$ cat src/rtl/password_lock_ctrl_if.sv
// Keypad strobe and lock status bundle for password_lock_ctrl.
// With PW_CHANGE_EN defined it also carries the prog_req/prog_done code-change handshake.
interface password_lock_ctrl_if #(
   parameter int N_DIGITS  = 4,
   parameter int DIGIT_W   = 4,
   parameter int MAX_TRIES = 5
);
   logic                             key_valid;
   logic [DIGIT_W-1:0]               key_code;
   logic                             unlocked;
   logic                             wrong;
   logic                             alarm;
   logic [$clog2(MAX_TRIES+1)-1:0]   tries_left;
   logic [$clog2(N_DIGITS+1)-1:0]    digit_cnt;
   logic                             busy;
`ifdef PW_CHANGE_EN
   logic                             prog_req;
   logic                             prog_done;

   modport master (output key_valid, key_code, prog_req,
                   input  unlocked, wrong, alarm, tries_left, digit_cnt, busy, prog_done);
   modport slave  (input  key_valid, key_code, prog_req,
                   output unlocked, wrong, alarm, tries_left, digit_cnt, busy, prog_done);
`else
   modport master (output key_valid, key_code,
                   input  unlocked, wrong, alarm, tries_left, digit_cnt, busy);
   modport slave  (input  key_valid, key_code,
                   output unlocked, wrong, alarm, tries_left, digit_cnt, busy);
`endif
endinterface

$ cat src/rtl/password_lock_ctrl.sv
// Code lock: collects N_DIGITS keys, compares against the stored code, drives unlock/wrong/alarm.
// Define PW_CHANGE_EN to allow rewriting the code (state PROG) while the lock is open.
module password_lock_ctrl #(
   parameter int N_DIGITS    = 4,
   parameter int DIGIT_W     = 4,
   parameter logic [N_DIGITS*DIGIT_W-1:0] DEFAULT_CODE = 16'h8124,
   parameter int MAX_TRIES   = 5,
   parameter int UNLOCK_CYC  = 8,
   parameter int LOCKOUT_CYC = 16,
   parameter int TIMEOUT_CYC = 32
) (
   input  logic               clk,
   input  logic               rst,
   password_lock_ctrl_if.slave bus
);
   localparam int CODE_W    = N_DIGITS * DIGIT_W;
   localparam int TRY_W     = $clog2(MAX_TRIES + 1);
   localparam int DCNT_W    = $clog2(N_DIGITS + 1);
   localparam int TMR_MAX_A = (UNLOCK_CYC > LOCKOUT_CYC) ? UNLOCK_CYC : LOCKOUT_CYC;
   localparam int TMR_MAX   = (TMR_MAX_A > TIMEOUT_CYC) ? TMR_MAX_A : TIMEOUT_CYC;
   localparam int TMR_W     = $clog2(TMR_MAX + 1);

   typedef enum logic [2:0] {
      S_IDLE, S_ENTRY, S_CHECK, S_OPEN, S_FAIL, S_LOCKOUT, S_PROG
   } state_t;

   state_t              state_reg, state_next;
   logic [TMR_W-1:0]    timer_reg, timer_next;
   logic [DCNT_W-1:0]   digit_cnt_reg, digit_cnt_next;
   logic [TRY_W-1:0]    tries_reg, tries_next;
   logic [DIGIT_W-1:0]  entry_reg [N_DIGITS];
   logic [CODE_W-1:0]   entry_word;
   logic [CODE_W-1:0]   code_word;
   logic                key_acc;
   logic                last_digit;
   logic                code_match;
   logic                state_change;

   assign key_acc    = bus.key_valid &&
                       (state_reg == S_IDLE || state_reg == S_ENTRY || state_reg == S_PROG);
   assign last_digit = (digit_cnt_reg == DCNT_W'(N_DIGITS - 1));
   assign code_match = (entry_word == code_word);

   // Digit field gi sits MS-first; digit_cnt selects which field the current key lands in.
   generate
      for (genvar gi = 0; gi < N_DIGITS; gi++) begin : g_field
         localparam int HI = CODE_W - 1 - gi * DIGIT_W;
         assign entry_word[HI -: DIGIT_W] = entry_reg[gi];

         always_ff @(posedge clk) begin
            if (rst) begin
               entry_reg[gi] <= '0;
            end else if (key_acc) begin
               if (digit_cnt_reg == DCNT_W'(gi))
                  entry_reg[gi] <= bus.key_code;
               else if (state_reg == S_IDLE)
                  entry_reg[gi] <= '0;
            end
         end
      end
   endgenerate

   always_ff @(posedge clk) begin
      if (rst) begin
         state_reg     <= S_IDLE;
         timer_reg     <= '0;
         digit_cnt_reg <= '0;
         tries_reg     <= TRY_W'(MAX_TRIES);
      end else begin
         state_reg     <= state_next;
         timer_reg     <= timer_next;
         digit_cnt_reg <= digit_cnt_next;
         tries_reg     <= tries_next;
      end
   end

   always_comb begin
      state_next = state_reg;
      case (state_reg)
         S_IDLE:
            if (key_acc) state_next = last_digit ? S_CHECK : S_ENTRY;
         S_ENTRY:
            if (key_acc) begin
               if (last_digit) state_next = S_CHECK;
            end else if (timer_reg == TMR_W'(TIMEOUT_CYC - 1)) begin
               state_next = S_IDLE;
            end
         S_CHECK:
            state_next = code_match ? S_OPEN : S_FAIL;
         S_OPEN: begin
            if (timer_reg == TMR_W'(UNLOCK_CYC - 1)) state_next = S_IDLE;
`ifdef PW_CHANGE_EN
            if (bus.prog_req) state_next = S_PROG;
`endif
         end
         S_FAIL:
            state_next = (tries_reg == '0) ? S_LOCKOUT : S_IDLE;
         S_LOCKOUT:
            if (timer_reg == TMR_W'(LOCKOUT_CYC - 1)) state_next = S_IDLE;
         S_PROG:
            if (key_acc) begin
               if (last_digit) state_next = S_IDLE;
            end else if (timer_reg == TMR_W'(TIMEOUT_CYC - 1)) begin
               state_next = S_IDLE;
            end
         default:
            state_next = S_IDLE;
      endcase
   end

   assign state_change = (state_next != state_reg);

   // One timer serves the unlock window, lockout and the idle-key timeout; any key restarts it.
   always_comb begin
      timer_next = timer_reg + TMR_W'(1);
      if (state_change || key_acc || state_reg == S_IDLE ||
          state_reg == S_CHECK || state_reg == S_FAIL)
         timer_next = '0;
   end

   always_comb begin
      digit_cnt_next = digit_cnt_reg;
      if (key_acc) digit_cnt_next = digit_cnt_reg + DCNT_W'(1);
      if (state_change &&
          (state_next == S_IDLE || state_next == S_OPEN || state_next == S_FAIL))
         digit_cnt_next = '0;
   end

   // The decrement lands on entry to FAIL so the FAIL cycle can decide on lockout.
   always_comb begin
      tries_next = tries_reg;
      if (state_reg == S_CHECK) begin
         if (code_match)
            tries_next = TRY_W'(MAX_TRIES);
         else if (tries_reg != '0)
            tries_next = tries_reg - TRY_W'(1);
      end else if (state_reg == S_LOCKOUT && state_next == S_IDLE) begin
         tries_next = TRY_W'(MAX_TRIES);
      end
   end

   always_comb begin
      bus.unlocked   = (state_reg == S_OPEN) || (state_reg == S_PROG);
      bus.wrong      = (state_reg == S_FAIL);
      bus.alarm      = (state_reg == S_LOCKOUT);
      bus.busy       = (state_reg == S_CHECK) || (state_reg == S_OPEN) ||
                       (state_reg == S_FAIL)  || (state_reg == S_LOCKOUT);
      bus.tries_left = tries_reg;
      bus.digit_cnt  = digit_cnt_reg;
   end

`ifdef PW_CHANGE_EN
   logic [CODE_W-1:0] captured_word;
   logic [CODE_W-1:0] code_reg;
   logic              prog_done_reg;
   logic              prog_commit;

   // Final digit is not yet in entry_reg on the commit edge, so merge it in combinationally.
   generate
      for (genvar gi = 0; gi < N_DIGITS; gi++) begin : g_capture
         localparam int HI = CODE_W - 1 - gi * DIGIT_W;
         assign captured_word[HI -: DIGIT_W] =
            (digit_cnt_reg == DCNT_W'(gi)) ? bus.key_code : entry_reg[gi];
      end
   endgenerate

   assign prog_commit = (state_reg == S_PROG) && key_acc && last_digit;

   always_ff @(posedge clk) begin
      if (rst) begin
         code_reg      <= DEFAULT_CODE;
         prog_done_reg <= 1'b0;
      end else begin
         prog_done_reg <= prog_commit;
         if (prog_commit) code_reg <= captured_word;
      end
   end

   assign code_word     = code_reg;
   assign bus.prog_done = prog_done_reg;
`else
   assign code_word = DEFAULT_CODE;
`endif

endmodule

$ cat src/flat_wrapper.sv
// flat-port wrapper written by rule: the top's interface ports become plain ports
module password_lock_ctrl_flat 
#(
   parameter int N_DIGITS    = 4,
   parameter int DIGIT_W     = 4,
   parameter logic [N_DIGITS*DIGIT_W-1:0] DEFAULT_CODE = 16'h8124,
   parameter int MAX_TRIES   = 5,
   parameter int UNLOCK_CYC  = 8,
   parameter int LOCKOUT_CYC = 16,
   parameter int TIMEOUT_CYC = 32
)
  (clk, rst, bus_key_valid, bus_key_code, bus_unlocked, bus_wrong, bus_alarm, bus_tries_left, bus_digit_cnt, bus_busy);
  password_lock_ctrl_if #(.N_DIGITS(N_DIGITS), .DIGIT_W(DIGIT_W), .MAX_TRIES(MAX_TRIES)) bus_i ();
  input  logic clk;
  input  logic rst;
  input wire logic [$bits(bus_i.key_valid)-1:0] bus_key_valid;
  input wire logic [$bits(bus_i.key_code)-1:0] bus_key_code;
  output wire logic [$bits(bus_i.unlocked)-1:0] bus_unlocked;
  output wire logic [$bits(bus_i.wrong)-1:0] bus_wrong;
  output wire logic [$bits(bus_i.alarm)-1:0] bus_alarm;
  output wire logic [$bits(bus_i.tries_left)-1:0] bus_tries_left;
  output wire logic [$bits(bus_i.digit_cnt)-1:0] bus_digit_cnt;
  output wire logic [$bits(bus_i.busy)-1:0] bus_busy;
  assign bus_i.key_valid = bus_key_valid;
  assign bus_i.key_code = bus_key_code;
  assign bus_unlocked = bus_i.unlocked;
  assign bus_wrong = bus_i.wrong;
  assign bus_alarm = bus_i.alarm;
  assign bus_tries_left = bus_i.tries_left;
  assign bus_digit_cnt = bus_i.digit_cnt;
  assign bus_busy = bus_i.busy;
  password_lock_ctrl #(.N_DIGITS(N_DIGITS), .DIGIT_W(DIGIT_W), .DEFAULT_CODE(DEFAULT_CODE), .MAX_TRIES(MAX_TRIES), .UNLOCK_CYC(UNLOCK_CYC), .LOCKOUT_CYC(LOCKOUT_CYC), .TIMEOUT_CYC(TIMEOUT_CYC)) u_core (.clk(clk), .rst(rst), .bus(bus_i));
endmodule
$ cat config.mk
export PLATFORM = sky130hd
export DESIGN_NAME = password_lock_ctrl_flat
export DESIGN_NICKNAME = d
export VERILOG_FILES = /design/src/rtl/password_lock_ctrl_if.sv /design/src/rtl/password_lock_ctrl.sv /design/src/flat_wrapper.sv
export SDC_FILE = /design/constraint.sdc
export NUM_CORES = 1
export LEC_CHECK = 0
export CORE_AREA = 2 2 72 60
export DETAILED_ROUTE_END_ITERATION = 10
export DIE_AREA = 0 0 74 62
export PLACE_DENSITY_LB_ADDON = 0.15
export SYNTH_ARGS = -nofsm -noshare
export SYNTH_HDL_FRONTEND = slang
export SYNTH_SLANG_ARGS = --single-unit
$ cat constraint.sdc
create_clock -name clk -period 2.65 [get_ports clk]
set_input_delay 0.265 -clock clk [delete_from_list [all_inputs] [get_ports clk]]
set_output_delay 0.265 -clock clk [all_outputs]
set_load 0.03 [all_outputs]
Yosys cells after proc, flatten, opt, wreduce, memory -nomap -nowiden --
Memory sizes are Yosys's and may differ from the RTL's. Cells that the tools add are included. W data, S select, Z words.
Operators by class: $add $sub $neg 3, eq/ne operators 17, muxes and demuxes 59, bitwise operators 8, reduce and logical (&&, ||, !) cells 24
Operators by type and width (count):
- $mux W3 | 14
- $mux W1 | 35
- $mux W4 | 8
- $pmux W3 S7 | 1
- $eq A16 B16 Y1 const B | 1
- $eq A3 B2 Y1 const B | 5
- $eq A3 B3 Y1 const B | 4
- $logic_not A3 Y1 | 4
- $logic_or A1 B1 Y1 | 12
- $or A1 B1 Y1 | 8
- $add A6 B1 Y6 const B | 1
- $eq A3 B1 Y1 const B | 2
- $eq A6 B3 Y1 const B | 1
- $eq A6 B4 Y1 const B | 1
- $eq A6 B5 Y1 const B | 1
- $reduce_or A2 Y1 | 2
- $add A3 B1 Y3 const B | 1
- $logic_and A1 B1 Y1 | 3
- $ne A3 B2 Y1 const B | 1
- $ne A3 B3 Y1 | 1
- $reduce_bool A3 Y1 | 1
- $sub A3 B1 Y3 const B | 1
- $mux W2 | 1
- $reduce_and A2 Y1 | 1
- $reduce_bool A2 Y1 | 1
Word-level totals: bits in registers 15, RAM bits 16, input bits 7, output and inout port bits 10, memories 1
Memory list:
- u_core.entry_reg | depth 4, width 4, read ports 4, clocked after Yosys merged registers in 0, wr ports 4, RTL line password_lock_ctrl.sv:31 | logic [DIGIT_W-1:0] entry_reg [N_DIGITS];

Depth between registers and ports, before layout --
Gate-level depths: netlist of the first run.
depth after elaboration 12, gate-level depth with buffers 8, depth with buffers taken out 7

Worst setup path before layout of the first run --
No wires, ideal clock.
path type reg-to-reg, start reg u_core.state_reg[2], end reg u_core.digit_cnt_reg[1] (netlist: u_core.bus.digit_cnt[1]), arrival 2260 ps, slack 320 ps, stages on the path, launching flop included 7, cell sequence dfxtp_1 > buf_2 > nor3b_1 > nand2_1 > o2111a_1 > a221o_1 > a21oi_1
Between the ends: elaborated cells on any way between the ends 27, those cells by class eq/ne: 9; mux: 9; reduce/logical: 9
RTL lines:
- start, declared | RTL line password_lock_ctrl.sv:27 | state_t state_reg, state_next;
- start signal, assigned | RTL line password_lock_ctrl.sv:70 | state_reg <= state_next;
- $eq A3 B3 Y1 *
- via bus_wrong | RTL line flat_wrapper.sv:19 | output wire logic [$bits(bus_i.wrong)-1:0] bus_wrong;
- $pmux W3 S7 * | RTL line password_lock_ctrl.sv:79 | case (state_reg)
- $eq A3 B2 Y1 or $logic_not A3 Y1 (tied branches) | RTL line password_lock_ctrl.sv:125 | (state_next == S_IDLE || state_next == S_OPEN || state_next == S_FAIL))
- $logic_or A1 B1 Y1 (2 in a row) | RTL line password_lock_ctrl.sv:125
- $logic_and A1 B1 Y1 * | RTL line password_lock_ctrl.sv:124 | if (state_change &&
- $reduce_or A2 Y1 (no source line) *
- end signal, assigned | RTL line password_lock_ctrl.sv:72 | digit_cnt_reg <= digit_cnt_next;
- end, declared | RTL line password_lock_ctrl.sv:29 | logic [DCNT_W-1:0] digit_cnt_reg, digit_cnt_next;
The timed path passes the listed nets; every way through them passes the cells marked *. A chain may end at the register's enable or synchronous reset.

Worst setup path in the final report of the first run --
start reg u_core.timer_reg[0], end reg u_core.digit_cnt_reg[1] (netlist: u_core.bus.digit_cnt[1])
Between the ends: cells in the longest elaborated chain, start to end 9, elaborated cells on any way between the ends 17, those cells by class eq/ne: 6; mux: 6; reduce/logical: 5
Ends and longest elaborated chain:
- start, declared | RTL line password_lock_ctrl.sv:28 | logic [TMR_W-1:0] timer_reg, timer_next;
- start signal, assigned | RTL line password_lock_ctrl.sv:71 | timer_reg <= timer_next;
- $eq A6 B5 Y1 | RTL line password_lock_ctrl.sv:85, password_lock_ctrl.sv:103
- $mux W3 | RTL line password_lock_ctrl.sv:85, password_lock_ctrl.sv:103
- $mux W3 (on tied branches) | RTL line password_lock_ctrl.sv:101, password_lock_ctrl.sv:83
- $pmux W3 S7 * | RTL line password_lock_ctrl.sv:79
- $eq A3 B2 Y1 or $logic_not A3 Y1 (tied branches) | RTL line password_lock_ctrl.sv:125
- $logic_or A1 B1 Y1 (2 in a row) | RTL line password_lock_ctrl.sv:125
- $logic_and A1 B1 Y1 * | RTL line password_lock_ctrl.sv:124
- $reduce_or A2 Y1 (no source line) *
Every way passes the cells marked *; elsewhere a longest branch is shown, timed or not.

==> impl_metrics.yaml, run 1 <==
run_status:
  status: "finished clean"
clocking:
  clkLatencyLatePin_ns: 0.28
  clk_pin_slew_ns: 0.06
  cts_root_buf: "clkbuf_8"
  cts_resized: 0
  clockBufferDepth: 2
  post_cts_buffers: 0
  numCtsBuffers: 5
  cts_tree: "yes"
  cts_hold_buffers: 0
  cts_htree_levels: 2
  cts.sinks: 31
worst_setup_path:
  slowest_delay_ns: 0.45
  cp.arrival_ns: 2.31
  path_cells: "ha_1, or3b_1, o21ai_0, o2111ai_1, o211ai_2, a21oi_1"
  required_ns: 2.80
  start_kind: "flip-flop"
  crit_slowest_cell: "or3b_1"
  critPathBufInv: 0
  cp-end-kind: "flip-flop"
  critPathKind: "flip-flop to flip-flop"
  crit_fanout: 9
  crit_family: "compound AO/OA/AOI/OAI gates"
power:
  p_leak_uw: 0.000772
  power.total_uw: 1130
  cellPowerDensity_nw_per_um2: 573
  vdd_drop_max_mv: 0.298
final_layout:
  area_growth_pct: 17.7
  largest_reg_flops: 16
  n_antenna_cell: 0
  drive_above_1_share: 0.0484
  num-nets-final: 200
  final_cells: 243
run:
  cap_violations: 0
sta:
  period_share: 0.818
  fin_hold_ws_ns: 0.459
  fin_ws_ns: 0.482
  tightest_slew_ns: 0.746
  setup_viol: 0
  clock.fmax_ghz: 0.461
  maxSlewViolCount: 0
  relSlewSlack: 0.501
  skew_ns: 0.00498
  fin_tns_setup_ns: 0
  rsz0062_at_grt: "false"
  period_needed_ns: 2.17
  hold_violations: 0
logic_synthesis:
  synth_edf_count: 16
  yosysTopAreaCellShare: 0.286
  syn-num-nets: 182
  synth.avg_cell_area_um2: 10.1
  yosysTopAreaCell: "edfxtp_1"
  ys_warn_count: 0
  synth.area.top_cells: "edfxtp_1, dfxtp_1, and3_1, ha_1, a21oi_1"
  synth_cell_types: 44
  ys_ff_latch: 31
  synth_seq_area_share: 0.464
  ys_top_cells_by_count: "and3_1, edfxtp_1, dfxtp_1, a21oi_1"
  synthesis.area_um2: 1680
  synthArstFlopShare: 0
  synthCells: 167
  synth_flop_cell: "edfxtp_1"
grt:
  antenna_found_initial: 0
  grt_use_total: 0.172
  grt_pass1_wl_mm: 5.74
  grt-ovfl-total: 0
  grt_max_degree: 17
  grt_pass1_vias: 1192
routing:
  drc: 0
  drt_iter0_markers: 89
  firstDrtPassIters: 4
  vias: 1325
  avgViaCountPerCell: 5.45
  ant_nets: 0
  routed_wl_mm: 3.55
  detail_route.wl_per_cell_um: 14.6
placement:
  pre_cts_slack_ns: 0.417
  hpwl_mm: 2.67
  io_buffers: 16
  placedCellCount: 235
  gp_routability_congestion: 0.884
die:
  core_um2: 3970
  ios: 17
  die_area_um2: 4590
  die_x_um: 74
  rows: 21
  die_h_um: 62
  initial_core_util: 0.424
hold_path:
  hold_path_class: "flip-flop to flip-flop"
-- worst paths after layout --
check	startpoint	to	slack (ns)	depth (start not counted)
max	u_core.timer_reg[0]$_SDFF_PP0_	u_core.bus.digit_cnt[1]$_SDFFE_PP0N_	0.48	6
min	u_core.timer_reg[0]$_SDFF_PP0_	u_core.timer_reg[0]$_SDFF_PP0_	0.46	1
max reg2reg	u_core.timer_reg[0]$_SDFF_PP0_	u_core.bus.digit_cnt[1]$_SDFFE_PP0N_	0.48	6
min reg2reg	u_core.timer_reg[0]$_SDFF_PP0_	u_core.timer_reg[0]$_SDFF_PP0_	0.46	1
-- per-stage QoR --
| stage | area (um^2) | util |
|---|---|---|
| 2_1_floorplan | 1680 | - |
| 3_3_place_gp | 1900 | 0.479 |
| 3_5_place_dp | 1900 | 0.479 |
| 4_1_cts | 1980 | 0.499 |
| 5_1_grt | 1980 | 0.499 |
| 6_report | 1980 | 0.499 |
-- logic make-up (layout without fill, tap and decap cells) --
| group | after synthesis | after routing | share of synthesized area |
|---|---|---|---|
| flip-flops | 31 | 31 | 0.464 |
| adder cells (fa/ha/maj) | 8 | 8 | 0.0595 |
| buffers and inverters | 16 | 35 | 0.0372 |
| AND/OR/NAND/NOR | 66 | 66 | 0.229 |
| multiplexers | 1 | 1 | 0.00595 |
| XOR/XNOR | 7 | 7 | 0.0365 |
| AO/OA/AOI/OAI | 38 | 38 | 0.167 |
-- placed cells by master (no fill, tap or decap), types with 3 or more instances in the layout --
cell,n
nor4_1,3
dfxtp_1,15
edfxtp_1,16
a21oi_1,11
clkdlybuf4s50_1,16
clkbuf_8,5
nand2_1,9
and3_1,16
o21ai_0,3
xor2_1,4
nor3_1,7
xnor2_1,3
o211ai_1,5
inv_1,9
ha_1,8
nor2_1,7
nand2b_1,7
nor2b_1,4
-- per-layer routing --
layer	track usage	part of all wire	up-vias
met1	0.228	0.50	616
met3	0.0661	0.043	8
met4	0.0545	0.015	0
li1	-	-	665
met2	0.261	0.44	36
met5	0	0	-
-- layout make-up --
cell class	instances	area, um^2
well taps	57	71.3
fillers	395	1990
inverters	9	33.8
repair buffers	18	175
multi-input cells	120	838
flip-flops and latches	31	781
clock inverters	2	7.51
clock buffers	6	72.6
-- power breakdown --
group / internal, uW / switching [uW]
logic: 82.0 / 124
registers: 558 / 28.7
clock network: 179 / 163
(Power assumes the default switching activity.)
==> run 2: changes to the inputs <==
==> constraint.sdc (replaced) <==
create_clock -name clk -period 2.1 [get_ports clk]
set_input_delay 0.21 -clock clk [delete_from_list [all_inputs] [get_ports clk]]
set_output_delay 0.21 -clock clk [all_outputs]
set_load 0.03 [all_outputs]
==> impl_metrics.yaml, run 2 (synthesis results as in run 1) <==
clocking:
  clk_pin_slew_ns: 0.07
  cts_htree_levels: 2
  cts_root_buf: "clkbuf_8"
  cts.sinks: 31
  cts_hold_buffers: 0
  numCtsBuffers: 5
  post_cts_buffers: 0
  clkLatencyLatePin_ns: 0.28
  clockBufferDepth: 2
  cts_tree: "yes"
grt:
  grt_max_degree: 17
  antenna_found_initial: 0
  grt_pass1_vias: 1315
  grt_pass1_wl_mm: 5.77
  grt_use_total: 0.171
  grt-ovfl-total: 0
final_layout:
  final_util: 0.533
  final_cell_mix: "and3_1, clkdlybuf4s50_1, edfxtp_1"
  fillCellCount: 363
  area_growth_pct: 25.7
  multiInputGateArea_um2: 877
  final_cells: 256
  num-nets-final: 213
  fin_area_um2: 2110
  n_antenna_cell: 0
  largest_reg_flops: 16
  drive_above_1_share: 0.141
  area.sequential_um2: 782
die:
  initial_core_util: 0.424
  die_area_um2: 4590
  rows: 21
  die_h_um: 62
  core_um2: 3970
  ios: 17
  die_x_um: 74
power:
  power.total_uw: 1500
  vdd_drop_max_mv: 0.408
  p_leak_uw: 0.000861
  cellPowerDensity_nw_per_um2: 709
placement:
  placedCellCount: 247
  gp_routability_congestion: 0.872
  io_buffers: 16
  hpwl_mm: 2.73
  dpl_cell_area_um2: 1990
sta:
  hold_violations: 0
  rsz0062_at_grt: "false"
  period_share: 0.963
  maxSlewViolCount: 0
  fin_tns_setup_ns: 0
  skew_ns: 0.00661
  tightest_slew_ns: 0.526
  setup_viol: 0
  relSlewSlack: 0.645
  clock.fmax_ghz: 0.494
  period_needed_ns: 2.02
worst_setup_path:
  required_ns: 1.89
  critPathKind: "flip-flop to primary output"
  start_kind: "flip-flop"
  r2r_slack_ns: 0.13
  crit_fanout: 12
  cp-end-kind: "primary output"
  rr_worst_depth: 6
  worst_r2r_endpoint: "u_core.bus.digit_cnt[2]$_SDFFE_PP0N_"
  cp.arrival_ns: 1.81
  timing.rr.start: "u_core.timer_reg[0]$_SDFF_PP0_"
hold_path:
  hold_path_class: "flip-flop to flip-flop"
  holdPathStages: 1
  worstHoldEndpoint: "u_core.timer_reg[0]$_SDFF_PP0_"
  hold_start: "u_core.timer_reg[0]$_SDFF_PP0_"
routing:
  drc: 0
  vias: 1390
  ant_nets: 0
  drt_iter0_markers: 62
  firstDrtPassIters: 4
  detail_route.wl_per_cell_um: 14.7
  avgViaCountPerCell: 5.43
  routed_wl_mm: 3.77
run:
  cap_violations: 0
run_status:
  status: "finished clean"
==> run 2: power by group <==
| group | switching, uW | total (uW) | internal, uW |
|---|---|---|---|
| Sequential | 33.3 | 736 | 703 |
| Clock | 221 | 446 | 225 |
| Combinational | 176 | 317 | 141 |
| Total | 431 | 1500 | 1070 |
==> run 2: cell type report <==
cell class | count | share of cell area
well taps | 57 | 0.0337
multi-input cells | 121 | 0.415
clock inverters | 3 | 0.00710
clock buffers | 5 | 0.0326
repair buffers | 30 | 0.126
flip-flops and latches | 31 | 0.370
inverters | 9 | 0.0160
==> run 2: worst max path at each step <==
stage,cells after the start,slack [ns],end,startpoint
3_3_place_gp,6,0.11,u_core.bus.digit_cnt[0]$_SDFFE_PP0N_,u_core.timer_reg[0]$_SDFF_PP0_
2_1_floorplan,6,0.06,u_core.entry_reg[3][0]$_SDFFCE_PP0P_,u_core.bus.digit_cnt[1]$_SDFFE_PP0N_
4_1_cts,6,0.006,u_core.bus.digit_cnt[2]$_SDFFE_PP0N_,u_core.timer_reg[0]$_SDFF_PP0_
3_5_place_dp,6,0.009,u_core.bus.digit_cnt[2]$_SDFFE_PP0N_,u_core.timer_reg[0]$_SDFF_PP0_
5_1_grt,3,0.01,bus_unlocked,u_core.state_reg[2]$_SDFF_PP0_
6_report,2,0.08,bus_wrong,u_core.state_reg[2]$_SDFF_PP0_
==> run 2: worst max-delay path, stage by stage, from the launching register on <==
cell,delay [ns]
dfxtp_1,0.57
nor3b_2,0.26
clkdlybuf4s50_1,0.70
==> run 2: stage by stage <==
step,hold WS (ns),setup WS (ns)
3_3_place_gp,0.443,0.112
5_1_grt,0.503,0.0106
4_1_cts,0.473,0.00603
6_report,0.468,0.0773
3_5_place_dp,0.464,0.00884
2_1_floorplan,0.432,0.0644
==> run 2: metal layers <==
layer | wire length (um) | GRT usage
met2 | 1770 | 0.270
met4 | 19 | 0.0597
met1 | 1760 | 0.220
met5 | 0 | 0
met3 | 221 | 0.0613
==> run 2: timing repair <==
action                     in CTS  in global routing
hold endpoints to repair        0                  0
setup endpoints to repair       0                 10
gates resized for setup         0                  6
==> run 3: changes to the inputs <==
--- a/config.mk
+++ b/config.mk
@@ -8,6 +8,7 @@
 export CORE_AREA = 2 2 72 60
 export DETAILED_ROUTE_END_ITERATION = 10
 export DIE_AREA = 0 0 74 62
+export GPL_TIMING_DRIVEN = 0
 export PLACE_DENSITY_LB_ADDON = 0.15
 export SYNTH_ARGS = -nofsm -noshare
 export SYNTH_HDL_FRONTEND = slang
==> impl_metrics.yaml, run 3 (synthesis results as in run 1) <==
run_status:
  status: "finished clean"
run:
  cap_violations: 0
final_layout:
  final_cell_mix: "and3_1, edfxtp_1, dfxtp_1"
  num-nets-final: 205
  fin_area_um2: 2050
  n_antenna_cell: 0
  final_cells: 248
  area_growth_pct: 21.9
  drive_above_1_share: 0.115
  largest_reg_flops: 16
sta:
  relSlewSlack: 0.599
  period_needed_ns: 1.97
  skew_ns: 0.00550
  setup_viol: 0
  tightest_slew_ns: 0.594
  hold_violations: 0
  clock.fmax_ghz: 0.506
  maxSlewViolCount: 0
  period_share: 0.940
  fin_hold_ws_ns: 0.322
  rsz0062_at_grt: "false"
worst_setup_path:
  critPathKind: "flip-flop to flip-flop"
  r2r_slack_ns: 0.13
  start_kind: "flip-flop"
  slowest_delay_ns: 0.42
  cp.arrival_ns: 2.18
  crit_end: "u_core.bus.digit_cnt[1]$_SDFFE_PP0N_"
  crit_fanout: 4
  timing.rr.start: "u_core.timer_reg[0]$_SDFF_PP0_"
  cp-end-kind: "flip-flop"
  rr_worst_depth: 5
  required_ns: 2.31
  crit_slowest_cell: "or3b_4"
  worst_r2r_endpoint: "u_core.bus.digit_cnt[1]$_SDFFE_PP0N_"
  crit_start: "u_core.timer_reg[0]$_SDFF_PP0_"
  path_cells: "ha_2, or3b_4, o311a_1, a221o_1, a21oi_1"
placement:
  hpwl_mm: 2.73
  placedCellCount: 239
  io_buffers: 15
  gp_routability_congestion: 0.879
  dpl_cell_area_um2: 1910
grt:
  grt_max_degree: 11
  grt_pass1_vias: 1297
  antenna_found_initial: 0
  grt_use_total: 0.171
  grt-ovfl-total: 0
  grt_pass1_wl_mm: 5.91
routing:
  ant_nets: 0
  detail_route.wl_per_cell_um: 14.8
  drt_iter0_markers: 66
  firstDrtPassIters: 4
  avgViaCountPerCell: 5.49
  routed_wl_mm: 3.67
  vias: 1361
  drc: 0
die:
  die_x_um: 74
  rows: 21
  die_area_um2: 4590
  ios: 17
  core_um2: 3970
  initial_core_util: 0.424
  die_h_um: 62
clocking:
  clk_pin_slew_ns: 0.07
  cts_root_buf: "clkbuf_8"
  clockBufferDepth: 2
  cts_htree_levels: 2
  cts.sinks: 31
  numCtsBuffers: 5
  clkLatencyLatePin_ns: 0.28
  cts_tree: "yes"
power:
  vdd_drop_max_mv: 0.552
  cellPowerDensity_nw_per_um2: 767
  p_leak_uw: 0.000840
hold_path:
  hold_path_class: "input port to flip-flop"
[run 3: stage by stage]
| stage | worst slack, ns | TNS [ns] | total power, uW | util |
|---|---|---|---|---|
| floorplan | 0.0644 | 0 | 922 | - |
| global placement | -0.185 | -1.22 | 1000 | 0.481 |
| detailed placement | -0.171 | -2.17 | 1010 | 0.481 |
| CTS | 0.0223 | 0 | 1580 | 0.511 |
| global route | 0.00539 | 0 | 1650 | 0.517 |
| finish | 0.125 | 0 | 1570 | 0.517 |
[run 3: worst max-delay path, delay by kind of cell (launching register included)]
family,cells,cell delay (ns)
flops,1,0.36
fa+ha+maj,1,0.23
simple gates,1,0.42
compound gates,3,0.89
[run 3: how the worst min path moves through the flow]
| stage | from | to | slack, ns | cells past startpoint |
|---|---|---|---|---|
| 2_1_floorplan | u_core.timer_reg[0]$_SDFF_PP0_ | u_core.timer_reg[0]$_SDFF_PP0_ | 0.43 | 1 |
| 3_3_place_gp | u_core.timer_reg[0]$_SDFF_PP0_ | u_core.timer_reg[0]$_SDFF_PP0_ | 0.44 | 1 |
| 3_5_place_dp | u_core.timer_reg[0]$_SDFF_PP0_ | u_core.timer_reg[0]$_SDFF_PP0_ | 0.46 | 1 |
| 4_1_cts | rst | u_core.bus.tries_left[1]$_SDFFE_PP0P_ | 0.31 | 2 |
| 5_1_grt | rst | u_core.bus.tries_left[1]$_SDFFE_PP0P_ | 0.33 | 2 |
| 6_report | rst | u_core.bus.tries_left[1]$_SDFFE_PP0P_ | 0.32 | 2 |
[run 3: timing repair]
action	CTS	global route
gates resized for setup	5	9
buffers inserted	1	0
endpoints found under the hold margin	0	0
pin swaps	1	0
endpoints found under the setup margin	21	22
hold buffers	0	0
[run 3: area by class of cell]
class	count	area, um^2
clock inverters	3	38.8
repair buffers	16	161
flip-flops and latches	31	781
fillers	371	1920
plain buffers	7	31.3
multi-input cells	120	865
clock buffers	5	68.8
well taps	57	71.3
inverters	9	33.8
[run 3: layer usage]
| metal | global-route usage | vias up | wire length (um) |
|---|---|---|---|
| met3 | 0.0435 | 0 | 195 |
| met4 | 0.0442 | 0 | 0 |
| met5 | 0 | - | 0 |
| li1 | - | 672 | - |
| met2 | 0.283 | 39 | 1770 |
| met1 | 0.225 | 650 | 1700 |
[run 3: where the power goes]
group | internal, uW | total [uW] | switching [uW]
clock | 347 | 568 | 221
sequential | 703 | 732 | 29.0
combinational | 107 | 274 | 167
